==> config.mk <==
export PLATFORM = sky130hd
export DESIGN_NAME = cordic_iterative
export DESIGN_NICKNAME = d
export VERILOG_FILES = /design/src/rtl/cordic_pkg.sv /design/src/rtl/cordic_microrot.sv /design/src/rtl/cordic_iterative.sv
export SDC_FILE = /design/constraint.sdc
export NUM_CORES = 1
export LEC_CHECK = 0
export BUFFER_PORTS_ARGS = -buffer_cell sky130_fd_sc_hd__buf_2
export CORE_UTILIZATION = 55
export CTS_CLUSTER_DIAMETER = 80
export CTS_CLUSTER_SIZE = 28
export DETAILED_ROUTE_END_ITERATION = 16
export GPL_TIMING_DRIVEN = 1
export MAX_ROUTING_LAYER = met4
export PLACE_DENSITY_LB_ADDON = 0.25
export RECOVER_POWER = 25
export SYNTH_ARGS = -nofsm -noshare
export SYNTH_HDL_FRONTEND = slang
export SYNTH_SLANG_ARGS = --single-unit
export TNS_END_PERCENT = 1
==> constraint.sdc <==
create_clock -name clk -period 7.5 [get_ports clk]
set_input_delay 1.125 -clock clk [delete_from_list [all_inputs] [get_ports clk]]
set_output_delay 1.125 -clock clk [all_outputs]
set_load 0.05 [all_outputs]
==> src/rtl/cordic_pkg.sv <==
// Shared CORDIC definitions: arctangent table, mode encoding, gain.
// Used by the iterative engine and the unrolled pipeline.
package cordic_pkg;

  localparam int ATAN_DEPTH = 32;
  localparam int ATAN_LUT_W = 32;

  localparam real CORDIC_GAIN = 1.6467602581;

  typedef enum logic {
    MODE_ROT = 1'b0,
    MODE_VEC = 1'b1
  } cordic_mode_e;

  // atan(2^-i) with 2^32 == 2*pi
  function automatic logic [ATAN_LUT_W-1:0] atan_lut(
    input int unsigned i
  );
    logic [ATAN_LUT_W-1:0] v;
    case (i)
      0:  v = 32'd536870912;
      1:  v = 32'd316933406;
      2:  v = 32'd167458907;
      3:  v = 32'd85004756;
      4:  v = 32'd42667331;
      5:  v = 32'd21354465;
      6:  v = 32'd10679838;
      7:  v = 32'd5340245;
      8:  v = 32'd2670163;
      9:  v = 32'd1335087;
      10: v = 32'd667544;
      11: v = 32'd333772;
      12: v = 32'd166886;
      13: v = 32'd83443;
      14: v = 32'd41722;
      15: v = 32'd20861;
      16: v = 32'd10430;
      17: v = 32'd5215;
      18: v = 32'd2608;
      19: v = 32'd1304;
      20: v = 32'd652;
      21: v = 32'd326;
      22: v = 32'd163;
      23: v = 32'd81;
      24: v = 32'd41;
      25: v = 32'd20;
      26: v = 32'd10;
      27: v = 32'd5;
      28: v = 32'd3;
      29: v = 32'd1;
      30: v = 32'd1;
      default: v = 32'd0;
    endcase
    return v;
  endfunction

endpackage

==> src/rtl/cordic_microrot.sv <==
// One combinational CORDIC micro-rotation step.
// Shared between the iterative engine and the unrolled pipeline.
module cordic_microrot
  import cordic_pkg::*;
#(
  parameter int XW  = 20,
  parameter int ZW  = 32,
  parameter int SHW = 5
) (
  input  logic signed [XW-1:0]  i_x,
  input  logic signed [XW-1:0]  i_y,
  input  logic signed [ZW-1:0]  i_z,
  input  logic        [SHW-1:0] i_shift,
  input  logic signed [ZW-1:0]  i_atan,
  input  cordic_mode_e          i_mode,
  output logic signed [XW-1:0]  o_x,
  output logic signed [XW-1:0]  o_y,
  output logic signed [ZW-1:0]  o_z
);

  logic signed [XW-1:0] w_xs;
  logic signed [XW-1:0] w_ys;
  logic                 w_ccw;

  assign w_xs = i_x >>> i_shift;
  assign w_ys = i_y >>> i_shift;

  // ccw: rotate towards z=0 (rotation) or y=0 (vectoring)
  assign w_ccw = (i_mode == MODE_VEC) ? i_y[XW-1] : ~i_z[ZW-1];

  always_comb begin
    o_x = i_x;
    o_y = i_y;
    o_z = i_z;
    if (w_ccw) begin
      o_x = i_x - w_ys;
      o_y = i_y + w_xs;
      o_z = i_z - i_atan;
    end else begin
      o_x = i_x + w_ys;
      o_y = i_y - w_xs;
      o_z = i_z + i_atan;
    end
  end

endmodule

==> src/rtl/cordic_iterative.sv <==
// Folded CORDIC engine: one micro-rotation per cycle, NITER cycles
// per operand set, valid/ready on both sides.
module cordic_iterative
  import cordic_pkg::*;
#(
  parameter int XYI     = 19,
  parameter int ANGLE_W = 32,
  parameter int NITER   = 16
) (
  input  logic                      clk,
  input  logic                      rst_n,
  input  logic                      in_valid,
  output logic                      in_ready,
  input  logic                      in_mode,
  input  logic signed [XYI:0]       x_in,
  input  logic signed [XYI:0]       y_in,
  input  logic signed [ANGLE_W-1:0] z_in,
  output logic                      out_valid,
  input  logic                      out_ready,
  output logic signed [XYI:0]       x_out,
  output logic signed [XYI:0]       y_out,
  output logic signed [ANGLE_W-1:0] z_out,
  output logic                      busy
);

  localparam int XW = XYI + 1;
  localparam int CW = $clog2(NITER + 1);

  if (NITER < 1 || NITER > XW || NITER > ATAN_DEPTH) begin : g_bad_niter
    $error("cordic_iterative: NITER out of range");
  end

  typedef enum logic [1:0] {
    S_IDLE = 2'd0,
    S_RUN  = 2'd1,
    S_DONE = 2'd2
  } state_e;

  state_e                    r_state;
  state_e                    w_state_nxt;
  logic [CW-1:0]             r_i;
  cordic_mode_e              r_mode;
  logic signed [XW-1:0]      r_x;
  logic signed [XW-1:0]      r_y;
  logic signed [ANGLE_W-1:0] r_z;

  logic                      w_accept;
  logic                      w_last;
  logic [ATAN_LUT_W-1:0]     w_atan_raw;
  logic signed [ANGLE_W-1:0] w_atan;
  logic signed [XW-1:0]      w_x_nxt;
  logic signed [XW-1:0]      w_y_nxt;
  logic signed [ANGLE_W-1:0] w_z_nxt;

  assign in_ready  = (r_state == S_IDLE);
  assign out_valid = (r_state == S_DONE);
  assign busy      = (r_state != S_IDLE);
  assign w_accept  = in_valid & in_ready;
  assign w_last    = (r_i == CW'(NITER - 1));

  always_ff @(posedge clk or negedge rst_n) begin
    if (!rst_n) r_state <= S_IDLE;
    else        r_state <= w_state_nxt;
  end

  always_comb begin
    w_state_nxt = r_state;
    unique case (r_state)
      S_IDLE:  if (in_valid)  w_state_nxt = S_RUN;
      S_RUN:   if (w_last)    w_state_nxt = S_DONE;
      S_DONE:  if (out_ready) w_state_nxt = S_IDLE;
      default: w_state_nxt = S_IDLE;
    endcase
  end

  assign w_atan_raw = atan_lut(32'(r_i));

  // table is 32-bit; rescale to the configured angle width
  if (ANGLE_W == ATAN_LUT_W) begin : g_atan_eq
    assign w_atan = w_atan_raw;
  end else if (ANGLE_W > ATAN_LUT_W) begin : g_atan_wide
    assign w_atan = {w_atan_raw, {(ANGLE_W-ATAN_LUT_W){1'b0}}};
  end else begin : g_atan_narrow
    assign w_atan = w_atan_raw[ATAN_LUT_W-1 -: ANGLE_W];
  end

  cordic_microrot #(
    .XW  (XW),
    .ZW  (ANGLE_W),
    .SHW (CW)
  ) u_microrot (
    .i_x     (r_x),
    .i_y     (r_y),
    .i_z     (r_z),
    .i_shift (r_i),
    .i_atan  (w_atan),
    .i_mode  (r_mode),
    .o_x     (w_x_nxt),
    .o_y     (w_y_nxt),
    .o_z     (w_z_nxt)
  );

  always_ff @(posedge clk or negedge rst_n) begin
    if (!rst_n) begin
      r_i    <= '0;
      r_mode <= MODE_ROT;
      r_x    <= '0;
      r_y    <= '0;
      r_z    <= '0;
    end else if (w_accept) begin
      r_i    <= '0;
      r_mode <= cordic_mode_e'(in_mode);
      r_x    <= x_in;
      r_y    <= y_in;
      r_z    <= z_in;
    end else if (r_state == S_RUN) begin
      r_i    <= r_i + 1'b1;
      r_x    <= w_x_nxt;
      r_y    <= w_y_nxt;
      r_z    <= w_z_nxt;
    end
  end

  assign x_out = r_x;
  assign y_out = r_y;
  assign z_out = r_z;

endmodule

==> results.toml <==
[status]
status = "finished, violations left"
failed_checks = "capacitance limit, slew limit"

[floorplan]
pin_count = 152
placementRows = 52
start_util_pct = 56.7
die_h_um = 147
die-width_um = 147
die_area_um2 = 21700
fp.coreArea_um2 = 20500

[logic_synthesis]
synth.net_count = 1617
synth_area_um2 = 11600
synth-seq-cells = 80
synth_top_cell_area_share_pct = 17.2
synth_cell_types = 88
ys_warn_count = 0
synth-edff-count = 0
synth_area_leaders = "dfrtp_1 (17%), mux4_2 (9.5%), ha_1 (8.8%)"
async_reset_ff_share_pct = 100
synth_area_per_cell_um2 = 7.99
synth_ff_type = "dfrtp_1"
ys_seq_area_share_pct = 17.2
yosysTopAreaCell = "dfrtp_1"
synthCells = 1455

[final_layout]
final_area_um2 = 12800
layout-area-overhead-vs-synth_pct = 10.0
final_layout_size_suffix_gt1_share_pct = 18.7
final_common_cell = "nand2_1"
nets = 1705
n_antenna_cell = 0
finalCoreUtilization_pct = 62.4
final_cell_mix = "nand2_1 (175), buf_2 (150), a21oi_1 (148)"

[timing]
finalCriticalPeriod_ns = 6.41
worst_slew_margin_rel_pct = -104
setup_viol_count_final = 0
finClkSkew_ns = 0.0113
drv_slew = 142
tightestPinTransition_ns = 3.05
fin_tns_setup_ns = 0
fin_crit_sh_pct = 85.5
report.final.hold_viol_count = 0
fmaxAchievable_ghz = 0.156
fin_ws_ns = 1.09
rsz0062_at_grt = "false"

[detailed_routing]
drt_iter0_markers = 1169
post_drt_via_cell_ratio = 6.61
wire_per_inst_um = 20.3
drc_errors = 0
drt-total-wl_um = 37000
ant_nets = 0
drt_first_pass_iters = 8
vias = 12022

[placed_design]
hpwl_um = 27100
gp_congestion = 1.04
placement.io_buffers = 151
pre_cts_ws_ns = 1.28
detailed_place.area_um2 = 12500

[critical_path]
reg2reg_slack_ns = 1.09
cp-endpoint = "z_out[31]"
required_ns = 7.75
cp.arrival_ns = 6.66
cp-start-kind = "flop"
critical_path.startpoint = "r_i[1]"
r2r_end = "z_out[31]"
critPathKind = "reg2reg"
r2r-start = "r_i[1]"
critPathCaptureType = "flop"
crit_path_max_fanout = 18
r2r_cells = 21

[cts]
cts_tree = "built"
postCtsHoldBufs = 0
numClockSinks = 80
cts_buffers = 9
post_cts_buffers = 0
htree_levels = 3
clk-insertion-delay-late_ns = 0.37
clkTransAtPathRegs_ns = 0.07
ctsLongestPathBuffers = 2
cts_resized = 0
clock-root-buffer = "clkbuf_16"

[grt]
grt_pass1_vias = 11396
grt_start_max_net_pins = 59
grt_pass1_wl_um = 59900
grt_overflow = 0
antenna_found_initial = 0
grt_use_total_pct = 35.5

[hold_path]
hold_path.class = "reg2reg"

[flow_run]
drv_cap = 3
## synth_stat cells, types with 22 or more instances
cell and instances:
ha_1 82, o21ai_0 88, nor3_1 32, buf_1 24, a211oi_1 22, nand3_1 26, a21o_1 33, dfrtp_1 80
mux4_2 49, clkbuf_1 45, a31oi_1 28, xnor2_1 72, xor2_1 34, inv_1 40, nand2_1 176, a21oi_1 148
nor2b_1 24, mux2i_1 35, and3_1 23, nor2_1 103
## cells by family after synthesis
logic type | share of synthesized area (%)
flops | 17.2
mux | 14.5
simple gates | 19.6
xor+xnor | 7.99
fa+ha+maj | 9.34
compound gates | 26.1
buf+inv | 5.26
## worst min path at each step
| stage | depth (start not counted) | start | to | slack [ns] |
|---|---|---|---|---|
| 5_1_grt | 1 | z_out[11] | z_out[11] | 0.57 |
| 2_1_floorplan | 2 | r_mode | r_mode | 0.51 |
| 6_report | 1 | z_out[11] | z_out[11] | 0.56 |
| 3_3_place_gp | 2 | z_out[8] | z_out[8] | 0.52 |
| 4_1_cts | 1 | z_out[11] | z_out[11] | 0.56 |
| 3_5_place_dp | 1 | z_out[11] | z_out[11] | 0.54 |
## registers in the layout, summed over array words and instances, names as in the netlist
register  cells
y_out        20
r_mode        1
r_i           5
x_out        20
r_state       2
z_out        32
## stage by stage
stage                     hold WS (ns)  instances
after detailed placement         0.544       1802
final                            0.564       1818
after global placement           0.523       1802
after global routing             0.574       1818
after CTS                        0.558       1818
after floorplan                  0.511       1455
## worst max-delay path: stages, from the launching register on
cell and delay [ns]:
dfrtp_2 0.62, inv_2 0.07, ha_1 0.45, mux4_2 0.51, a211oi_1 0.48, ha_1 0.26, inv_1 0.05, or3_1 0.40
or4_1 0.59, nor2_1 0.19, nor2_1 0.13, xor2_1 0.18, ha_1 0.38, a21o_1 0.19, a21o_1 0.17, a21oi_1 0.18
nand3b_1 0.15, o2111ai_1 0.38, a211oi_1 0.19, nor4_1 0.42, o211ai_1 0.16, nor3b_1 0.15
## layout make-up
class,count,area [um^2]
clock inverters,6,92.6
multi-input cells,1235,9040
flip-flops and latches,80,2010
well taps,270,338
repair buffers,174,920
fillers,1843,7700
clock buffers,10,229
inverters,43,163
## metal layers
layer	share of wire (%)	wire length (um)	track usage [%]	vias to the layer above
li1	-	-	-	5603
met4	3.7	1370	14.8	0
met1	42	15400	44.4	5758
met3	6.6	2430	4.44	102
met5	0	0	-	-
met2	48	17800	58.0	559
Power is left out: the tool's default activity adds up to more than one toggle a clock period on the data nets, which glitch-free logic cannot reach.
